$ cat config.mk
export PLATFORM = sky130hd
export DESIGN_NAME = timer_irq_unit
export DESIGN_NICKNAME = d
export VERILOG_FILES = /design/src/rtl/cpu_pkg.sv /design/src/rtl/timer_prescaler.sv /design/src/rtl/timer_irq_unit.sv
export SDC_FILE = /design/constraint.sdc
export NUM_CORES = 1
export LEC_CHECK = 0
export CORE_MARGIN = 4
export CORE_UTILIZATION = 52
export DETAILED_ROUTE_END_ITERATION = 16
export HOLD_SLACK_MARGIN = 0.05
export PLACE_DENSITY = 0.81
export SLEW_MARGIN = 20
export SYNTH_ARGS = -nofsm -noshare
export SYNTH_HDL_FRONTEND = slang
export SYNTH_SLANG_ARGS = --single-unit
$ cat constraint.sdc
create_clock -name clk -period 2.7 [get_ports clk]
set_clock_uncertainty 0.05 [all_clocks]
set_input_delay 0.54 -clock clk [delete_from_list [all_inputs] [get_ports clk]]
set_output_delay 0.54 -clock clk [all_outputs]
set_load 0.02 [all_outputs]
$ cat src/rtl/cpu_pkg.sv
// Shared CPU definitions: TIMER opcode, instruction field positions and timer widths.
package cpu_pkg;

  localparam logic [5:0] OP_TIMER = 6'b101001;

  // Field positions within the 10 low instruction bits carried on cfg_data
  localparam int TMR_EN_BIT   = 9;
  localparam int TMR_BASE_MSB = 8;
  localparam int TMR_BASE_LSB = 6;
  localparam int TMR_THR_MSB  = 5;
  localparam int TMR_THR_LSB  = 0;

  localparam int THR_W  = 6;
  localparam int BASE_W = 3;
  localparam int PRE_W  = 7;

endpackage

$ cat src/rtl/timer_prescaler.sv
// Divides clk by 2^base: tick pulses for one cycle when the counter reaches 2^base-1.
module timer_prescaler
  import cpu_pkg::*;
#(
  parameter int P_BASE_W = BASE_W,
  parameter int P_PRE_W  = PRE_W
) (
  input  logic                clk,
  input  logic                reset,
  input  logic                clear,
  input  logic                enable,
  input  logic [P_BASE_W-1:0] base,
  output logic                tick
);

  logic [P_PRE_W-1:0] pre_q, pre_d;
  logic [P_PRE_W-1:0] limit;

  // 2^base-1 as a mask; P_PRE_W >= 2^P_BASE_W-1 keeps it in range
  assign limit = ~({P_PRE_W{1'b1}} << base);

  always_comb begin
    tick  = 1'b0;
    pre_d = pre_q;
    if (clear) begin
      pre_d = '0;
    end else if (enable) begin
      if (pre_q == limit) begin
        tick  = 1'b1;
        pre_d = '0;
      end else begin
        pre_d = pre_q + P_PRE_W'(1);
      end
    end
  end

  always_ff @(posedge clk or negedge reset) begin
    if (!reset) pre_q <= '0;
    else        pre_q <= pre_d;
  end

endmodule

$ cat src/rtl/timer_irq_unit.sv
// Interval timer for the TIMER instruction: latches config, counts prescaled ticks
// to a threshold and raises a sticky level interrupt held until irq_ack.
module timer_irq_unit
  import cpu_pkg::*;
#(
  parameter int P_THR_W  = THR_W,
  parameter int P_BASE_W = BASE_W,
  parameter int P_PRE_W  = PRE_W
) (
  input  logic               clk,
  input  logic               reset,
  input  logic               cfg_we,
  input  logic [9:0]         cfg_data,
  input  logic               irq_ack,
  output logic               irq,
  output logic               overrun,
  output logic               running,
  output logic [P_THR_W-1:0] count
);

  // Handshake: cfg_we and irq_ack are single-cycle strobes sampled at the rising
  // edge; irq is a level held from the expiry edge until an edge with irq_ack=1,
  // except that an expiry on the same edge as irq_ack keeps irq set.

  logic [P_BASE_W-1:0] base_q, base_d;
  logic [P_THR_W-1:0]  thr_q, thr_d;
  logic [P_THR_W-1:0]  count_q, count_d;
  logic                running_q, running_d;
  logic                irq_q, irq_d;
  logic                overrun_q, overrun_d;
  logic                tick;
  logic                expire;

  timer_prescaler #(
    .P_BASE_W (P_BASE_W),
    .P_PRE_W  (P_PRE_W)
  ) u_prescaler (
    .clk    (clk),
    .reset  (reset),
    .clear  (cfg_we),
    .enable (running_q),
    .base   (base_q),
    .tick   (tick)
  );

  assign expire = tick && (count_q == thr_q);

  always_comb begin
    base_d    = base_q;
    thr_d     = thr_q;
    running_d = running_q;
    count_d   = count_q;
    if (cfg_we) begin
      base_d    = cfg_data[TMR_BASE_MSB:TMR_BASE_LSB];
      thr_d     = cfg_data[TMR_THR_MSB:TMR_THR_LSB];
      running_d = cfg_data[TMR_EN_BIT];
      count_d   = '0;
    end else if (tick) begin
      count_d = expire ? '0 : count_q + P_THR_W'(1);
    end
  end

  // A fresh expiry outranks a simultaneous ack, so the new event is not lost
  always_comb begin
    irq_d     = irq_q;
    overrun_d = overrun_q;
    if (irq_ack) begin
      irq_d     = 1'b0;
      overrun_d = 1'b0;
    end
    if (expire) begin
      irq_d = 1'b1;
      if (irq_q && !irq_ack) overrun_d = 1'b1;
    end
  end

  always_ff @(posedge clk or negedge reset) begin
    if (!reset) begin
      base_q    <= '0;
      thr_q     <= '0;
      count_q   <= '0;
      running_q <= 1'b0;
      irq_q     <= 1'b0;
      overrun_q <= 1'b0;
    end else begin
      base_q    <= base_d;
      thr_q     <= thr_d;
      count_q   <= count_d;
      running_q <= running_d;
      irq_q     <= irq_d;
      overrun_q <= overrun_d;
    end
  end

  assign irq     = irq_q;
  assign overrun = overrun_q;
  assign running = running_q;
  assign count   = count_q;

endmodule

== After elaboration in Yosys (flattened, before gate mapping) ==
Index checks and enable logic that the tools add are counted.

* Register bits after elaboration: 25
* Latch bits: 0
* Bits in writable memories: 0
* Bits in read-only memories: 0
* Input port bits: 14
* Output and inout bits: 9
* Logic and storage cells: 33
* Memories: 0

* Add/subtract/negate cells: 2
* $mul: 0
* Div/mod/pow operators: 0
* $lt $le $gt $ge: 0
* Equality and inequality tests: 2
* Shifts and indexed selects: 1
* Mux-type cells: 14
* Bitwise gates (word level): 1
* Reductions and logical operators: 6

{| class="wikitable"
|+ Operators with widths
! operator !! number
|-
| $mux W7 || 3
|-
| $mux W6 || 3
|-
| $mux W1 || 8
|-
| $add A7 B1 Y7 const B || 1
|-
| $eq A7 B7 Y1 || 1
|-
| $not A7 Y7 || 1
|-
| $shl A7 B3 Y7 const A || 1
|-
| $add A6 B1 Y6 const B || 1
|-
| $eq A6 B6 Y1 || 1
|-
| $reduce_bool A2 Y1 || 3
|-
| $logic_and A1 B1 Y1 || 2
|-
| $logic_not A1 Y1 || 1
|}

== Depth between registers and ports, before layout ==
Gate-level depths: netlist (run 1).

* Depth in word-level cells: 10
* Gate-level depth with buffers: 8
* Mapped depth without buffers: 6

== By module ==
A second synthesis (run 1) with hierarchy kept.

* Cells, all modules: 127
* Area, all modules: 1407.6 um^2

{| class="wikitable"
|+ By module, submodules not included
! module !! times used !! cells an instance !! area each (um^2) !! seq. area each (um^2)
|-
| timer_irq_unit || 1 || 66 || 827.0 || 450.4
|-
| timer_prescaler || 1 || 61 || 580.6 || 175.2
|}

== Worst setup path before layout (run 1) ==
OpenSTA, ideal clock, no wires.

* Kind: flip-flop to flip-flop
* From: register base_q[1]
* To: register overrun_q (netlist: overrun)
* Library setup time: 80 ps
* Arrival time: 1947 ps
* Data required time: 2570 ps
* Path slack: 623 ps
* Stages on the path, launching flop included: 7
* Buffers on the path: 1
* Period minus slack after synthesis: 2077 ps
* Cell sequence: dfrtp_1 -> nor2_2 -> or4b_1 -> a32o_1 -> buf_6 -> or4_4 -> o22ai_2

* Word-level cells in the longest chain between the ends: 8

{| class="wikitable"
|+ Ends and longest elaborated chain
! what !! RTL line !! source
|-
| from (decl) || timer_irq_unit.sv:25 || <nowiki>logic [P_BASE_W-1:0] base_q, base_d;</nowiki>
|-
| from (signal assigned) || timer_irq_unit.sv:86 || <nowiki>base_q <= base_d;</nowiki>
|-
| $shl A7 B3 Y7 || timer_prescaler.sv:20 || <nowiki>assign limit = ~({P_PRE_W{1'b1}} << base);</nowiki>
|-
| $not A7 Y7 || timer_prescaler.sv:20 ||
|-
| $eq A7 B7 Y1 || timer_prescaler.sv:28 || <nowiki>if (pre_q == limit) begin</nowiki>
|-
| $mux W1 || timer_prescaler.sv:28 ||
|-
| $mux W1 || timer_prescaler.sv:27 || <nowiki>end else if (enable) begin</nowiki>
|-
| $mux W1 || timer_prescaler.sv:25 || <nowiki>if (clear) begin</nowiki>
|-
| $logic_and A1 B1 Y1 || timer_irq_unit.sv:46 || <nowiki>assign expire = tick && (count_q == thr_q);</nowiki>
|-
| $mux W1 || timer_irq_unit.sv:71 || <nowiki>if (expire) begin</nowiki>
|-
| named net overrun_d || timer_irq_unit.sv:30 || <nowiki>logic overrun_q, overrun_d;</nowiki>
|-
| to (signal assigned) || timer_irq_unit.sv:91 || <nowiki>overrun_q <= overrun_d;</nowiki>
|-
| to (decl) || timer_irq_unit.sv:30 ||
|}

The timed path passes the listed nets, and every way through them passes these cells.
A chain may end at the register's enable or synchronous reset.

== Final worst setup path (run 1) ==
* From: register base_q[2]
* To: register count_q[1] (netlist: count[1])

* Word-level cells in the longest chain between the ends: 10
* Elaborated cells between the ends (all ways): 11
* Those cells by class: 1 x eq/ne; 1 x shift; 6 x mux; 1 x bitwise; 2 x reduce/logical

{| class="wikitable"
|+ Ends and longest elaborated chain
! what !! RTL line !! source
|-
| $shl A7 B3 Y7 * || timer_prescaler.sv:20 ||
|-
| $not A7 Y7 * || timer_prescaler.sv:20 ||
|-
| $eq A7 B7 Y1 * || timer_prescaler.sv:28 ||
|-
| $mux W1 * || timer_prescaler.sv:28 ||
|-
| $mux W1 * || timer_prescaler.sv:27 ||
|-
| $mux W1 * || timer_prescaler.sv:25 ||
|-
| $logic_and A1 B1 Y1 || timer_irq_unit.sv:46 ||
|-
| $mux W6 || timer_irq_unit.sv:59 || <nowiki>count_d = expire ? '0 : count_q + P_THR_W'(1);</nowiki>
|-
| $mux W6 || timer_irq_unit.sv:58 || <nowiki>end else if (tick) begin</nowiki>
|-
| $mux W6 || timer_irq_unit.sv:53 || <nowiki>if (cfg_we) begin</nowiki>
|-
| to (signal assigned) || timer_irq_unit.sv:88 || <nowiki>count_q <= count_d;</nowiki>
|-
| to (decl) || timer_irq_unit.sv:27 || <nowiki>logic [P_THR_W-1:0] count_q, count_d;</nowiki>
|}

Mark *: on every way between the ends. The rest lies on a longest branch, timed or not. The select of a mux whose other input is x is not followed.

==> flow_summary.ini, run 1 <==
[timing]
rsz0062_at_grt = false
worst_slew_pin_slew_ps = 607
fin_ws_ps = 336
finalSetupViolations = 0
slew_headroom_pct = 59.5
drv_slew = 0
hold_violations = 0
period_share_pct = 87.5
finalCriticalPeriod_ps = 2360
setup-tns-final_ps = 0
fmax_mhz = 423

[die]
core_area_um2 = 2540
start_util_pct = 56.1
ios = 23
die_area_um2 = 3650
die_h_um = 60.4
die_width_um = 60.4
rows = 18

[route]
totalWireLength_um = 2940
wl_per_cell_um = 15.0
drc = 0
drt-pass1-iter-count = 4
first_iter_violations = 55
final_antenna_net_count = 0
vias = 1165
viasPerCell = 5.94

[synthesis]
syn_area_per_cell_um2 = 9.85
synth-compound-area-share_pct = 16.5
seq_area_frac_synth_pct = 43.8
synth_area_um2 = 1430
ys_types = 35
synth_adder_area_share_pct = 1.75
synth_top_family_by_area = simple AND/OR/NAND/NOR gates
netlist_instances = 145
synth-simple-area-share_pct = 21.2
syn_nets = 161
synth_warnings = 0
synth-seq-cells = 25
muxShareOfSynthArea_pct = 7.88
synth_xor_area_share_pct = 4.90

[setup_path]
crit_path_cell_trace = or4b_1 > a32o_1 > or4b_1 > a21oi_1
crit_arrival_ps = 2590
crit_path_end_kind = flip-flop
crit_top_cell = or4b_1
path_max_fanout = 18
cp_slowest_cell = or4b_1
crit_required_ps = 2920
worst-setup-path-type = flip-flop to flip-flop
critPathBufInv = 0
critPathMaxStageDelay_ps = 570
crit_family = simple AND/OR/NAND/NOR gates
worstSetupStartpointType = flip-flop

[global_routing]
grt_pass1_vias = 1085
grt_pass1_wl_um = 5030
overflow = 0
grtUsageTotal_pct = 18.1
grt_start_max_net_pins = 26
antenna_found_initial = 0

[cells_and_area]
fillCellCount = 216
utilization_pct = 66.8
area_growth_pct = 19.0
final_nets = 183
final_common_cell = dfrtp_1
antennaDiodeCount = 0
final_cell_mix = 25 x dfrtp_1, 22 x clkdlybuf4s50_1, 10 x mux2_2
drive_gt1_share_pct = 13.3

[place]
portBuffers = 22
globalplace.congestion = 0.847
pre_cts_slack_ps = 385
hpwl_um = 2060

[clocking]
htreeDepth = 1
cts_resized = 0
postCtsHoldBufs = 0
clk_latency_ps = 340
cts_buffer_depth = 2
clockRootBuffer = clkbuf_4
numCtsBuffers = 3
clkSinkCount = 25
cts_tree = yes
cts_setup_buffers = 0
clk_pin_slew_worst_paths_ps = 150

[worst_hold_path]
hp-class = input pin to async pin

[status]
status = finished, final reports clean

[pwr]
p_leak_nw = 0.652
power_density_nw_per_um2 = 423
ir_worst_vdd_uv = 351

[flow_run]
drv_cap = 0
state kept, by name, summed over array words and instances, names as in the netlist:
signal,flops
base_q,3
running,1
overrun,1
count,6
thr_q,6
irq,1
u_prescaler.pre_q,7
through the flow:
step | hold slack, ps | cell area [um2] | power [mW] | instances
final | 480 | 1700 | 0.720 | 196
after global routing | 510 | 1700 | 0.754 | 196
after CTS | 497 | 1700 | 0.721 | 196
after detailed placement | 466 | 1670 | 0.542 | 192
after global placement | 468 | 1670 | 0.536 | 192
after floorplan | 194 | 1430 | 0.498 | 145
cell type report:
class                   count  area (um2)  area share, %
clock buffers               3        22.5           1.32
multi-input cells         107         746           43.9
repair buffers             25         243           14.3
well taps                  30        37.5           2.21
flip-flops and latches     25         626           36.8
clock inverters             1        7.51          0.442
inverters                   5        18.8           1.10
power by group:
part | internal [mW] | switching (mW)
sequential | 0.393 | 0.0275
combinational | 0.0610 | 0.0531
clock | 0.0569 | 0.128
total | 0.511 | 0.209
Yosys cell counts:
master	n	area, um2
and2_1	2	12.5
nor4_1	1	6.26
nor3b_1	2	15.0
nor3_1	5	25.0
buf_2	1	5.00
or2_2	2	12.5
inv_1	5	18.8
a211o_1	4	35.0
xnor2_1	4	35.0
o22ai_1	2	12.5
o211ai_1	3	22.5
a21oi_1	8	40.0
nor2_1	7	26.3
xor2_1	4	35.0
buf_6	1	11.3
or3_1	1	6.26
dfrtp_1	25	626
a21boi_0	1	7.51
nor2_2	1	6.26
nand3b_1	1	7.51
nand2b_1	7	43.8
nand4_1	3	18.8
mux2_2	10	113
or4_4	1	11.3
o2bb2ai_1	1	8.76
a32o_1	5	50.1
nand2_1	7	26.3
o22ai_2	1	12.5
o21ai_0	8	40.0
clkbuf_1	6	22.5
or4b_1	3	30.0
nor2b_1	4	25.0
ha_1	2	25.0
a31oi_1	1	6.26
nand3_1	6	30.0
path summary, 6_finish.rpt:
kind,slack (ps),endpoint,startpoint,cells past startpoint
max,340,count[1],base_q[2],4
min,480,u_prescaler.pre_q[2],reset,2
max reg2reg,340,count[1],base_q[2],4
min reg2reg,500,thr_q[2],thr_q[2],1
max in group asynchronous,1880,thr_q[2],reset,2
min in group clk,500,thr_q[2],thr_q[2],1
worst reg2reg max path, cell delays in order (launching register included):
cell and delay (ps):
dfrtp_1 520, or4b_1 530, a32o_1 470, or4b_1 580, a21oi_1 150
routing by layer:
| layer | routed length, um | up-vias | global-route usage (%) |
|---|---|---|---|
| met1 | 1330 | 553 | 25.4 |
| met3 | 190 | 3 | 3.83 |
| met2 | 1380 | 36 | 27.8 |
| li1 | - | 573 | - |
| met4 | 33 | 0 | 6.81 |
| met5 | 0 | - | 0 |
cells by family after synthesis:
family                     count (synthesis)
buffers and inverters                     13
AOI/OAI and AO/OA                         34
DFF                                       25
and+or+nand+nor                           53
adders and majority gates                  2
xor gates and xnor gates                   8
muxes                                     10
Power figures use the tool's default switching activity.
==> run 2, diff against run 1 <==
Clock period 2.7 ns to 2.44 ns, I/O delays scaled along.
==> run 2 against run 1 <==
  * Final cell count up 1.5%
  * Core utilization increased by 1.0 points
  * Critical path depth grew 1
  * Sequential cell count is the same
  * Sequential share of layout area shrank 0.56 points
  * Count of clock-buffer cells in the layout is the same
  * Combinational power is 19% higher
  * Critical endpoint is now count[0]
  * Largest power group unchanged
==> flow_summary.ini, run 2 (same netlist as run 1, synthesis figures left out) <==
[status]
status = finished, final reports clean

[global_routing]
grt_pass1_wl_um = 4970
antenna_found_initial = 0
grt_pass1_vias = 1156
overflow = 0
grtUsageTotal_pct = 18.0
grt_start_max_net_pins = 26

[die]
rows = 18
core_area_um2 = 2540
ios = 23
start_util_pct = 56.1
die_area_um2 = 3650
die_width_um = 60.4
die_h_um = 60.4

[route]
drt-pass1-iter-count = 4
final_antenna_net_count = 0
viasPerCell = 5.97
drc = 0
wl_per_cell_um = 14.5
vias = 1188
first_iter_violations = 54
totalWireLength_um = 2890

[timing]
slew_headroom_pct = 74.8
worst_slew_pin_slew_ps = 378
finalSetupViolations = 0
setup-tns-final_ps = 0
rsz0062_at_grt = false
drv_slew = 0
period_share_pct = 92.9
finalCriticalPeriod_ps = 2270
hold_violations = 0
fmax_mhz = 441

[pwr]
p_clk_share_pct = 23.9
internal_power_uw = 569
p_leak_nw = 0.673
pwr-share-seq_pct = 58.9
p_sw_uw = 219
pwr-share-comb_pct = 17.2
ir_worst_vdd_uv = 349
p_sw_share_pct = 27.8
power_density_nw_per_um2 = 456

[cells_and_area]
final_common_cell = dfrtp_1
largest_register_ffs = 7
area_growth_pct = 20.8
regMostFlops = u_prescaler.pre_q
fillCellCount = 197
final_nets = 186
final_cell_area_um2 = 1730
drive_gt1_share_pct = 16.0
final_cell_mix = 25 x dfrtp_1, 22 x clkdlybuf4s50_1, 10 x mux2_2
antennaDiodeCount = 0

[clocking]
cts_tree = yes
numCtsBuffers = 3
cts_buffer_depth = 2
clkSinkCount = 25
clk_latency_ps = 320
htreeDepth = 1
clk_pin_slew_worst_paths_ps = 140
clockRootBuffer = clkbuf_4

[setup_path]
crit_required_ps = 2640
crit_arrival_ps = 2470
path_max_fanout = 18
crit_path_end_kind = flip-flop
worst-setup-path-type = flip-flop to flip-flop
worstSetupStartpointType = flip-flop

[place]
globalplace.congestion = 0.835
portBuffers = 22
hpwl_um = 2040
placed_area_um2 = 1690

[flow_run]
drv_cap = 0

[worst_hold_path]
hp-class = input pin to async pin
run 2: cell count changes in the layout (fill, tap and decap cells not counted):
cell	change
buf_4	+3
a32o_1	-1
a32o_2	+1
clkinv_2	+1
clkinvlp_4	-1
nor3b_1	-1
nor3b_2	+1
run 2: critical path: stages (launching register included):
cell and delay (ps):
dfrtp_1 480, nor2_2 130, or4b_1 440, a32o_2 400
or4b_1 540, a21oi_1 160
run 2: layout make-up:
class | count | area [um2] | area share, %
clock inverters | 1 | 5.00 | 0.290
inverters | 5 | 18.8 | 1.09
clock buffers | 3 | 22.5 | 1.30
well taps | 30 | 37.5 | 2.17
multi-input cells | 107 | 752 | 43.6
repair buffers | 28 | 265 | 15.4
flip-flops and latches | 25 | 626 | 36.2
run 2: what timing repair did:
item                       4_1_cts  5_1_grt
hold buffers                     0        0
buffers inserted                 0        1
setup endpoints to repair        0        7
gates resized for setup          0        2
run 2: per-stage QoR:
| stage | utilization, % | instances | setup slack (ps) | power, mW | hold slack [ps] |
|---|---|---|---|---|---|
| after global placement | 66.2 | 194 | 202 | 0.597 | 467 |
| after detailed placement | 66.2 | 194 | 114 | 0.604 | 470 |
| after global routing | 67.8 | 199 | 94.2 | 0.831 | 475 |
| after CTS | 67.3 | 198 | 73.3 | 0.789 | 468 |
| final | 67.8 | 199 | 174 | 0.788 | 456 |
| after floorplan | - | 145 | 363 | 0.551 | 142 |
run 2: worst paths after layout:
| check | start | endpoint | slack (ps) | cells after the start |
|---|---|---|---|---|
| hold / removal | reset | u_prescaler.pre_q[2] | 460 | 2 |
| min in group clk | thr_q[4] | thr_q[4] | 500 | 1 |
| hold reg to reg | thr_q[4] | thr_q[4] | 500 | 1 |
| max in group asynchronous | reset | thr_q[2] | 1650 | 2 |
| setup reg to reg | base_q[1] | count[0] | 170 | 5 |
| setup / recovery | base_q[1] | count[0] | 170 | 5 |
run 2: power groups by stage:
stage          combinational, mW  clock, mW  sequential (mW)
2_1_floorplan             0.0883          0            0.463
3_3_place_gp               0.128          0            0.469
3_5_place_dp               0.133          0            0.471
4_1_cts                    0.133      0.192            0.463
5_1_grt                    0.151      0.212            0.467
6_report                   0.136      0.188            0.464
run 2: routing by layer:
metal / vias to the layer above / track usage [%] / routed length [um]
met5: - / 0 / 0
met4: 0 / 7.74 / 34
met3: 4 / 2.98 / 206
met2: 48 / 30.1 / 1360
met1: 561 / 23.0 / 1290
li1: 575 / - / -
==> run 3, diff against run 2 <==
Settings changed: GPL_ROUTABILITY_DRIVEN set to 0, SLEW_MARGIN 20 to unset.
==> results of run 3 <==
The final DEF is identical to that of run 2; final timing and power are the same.
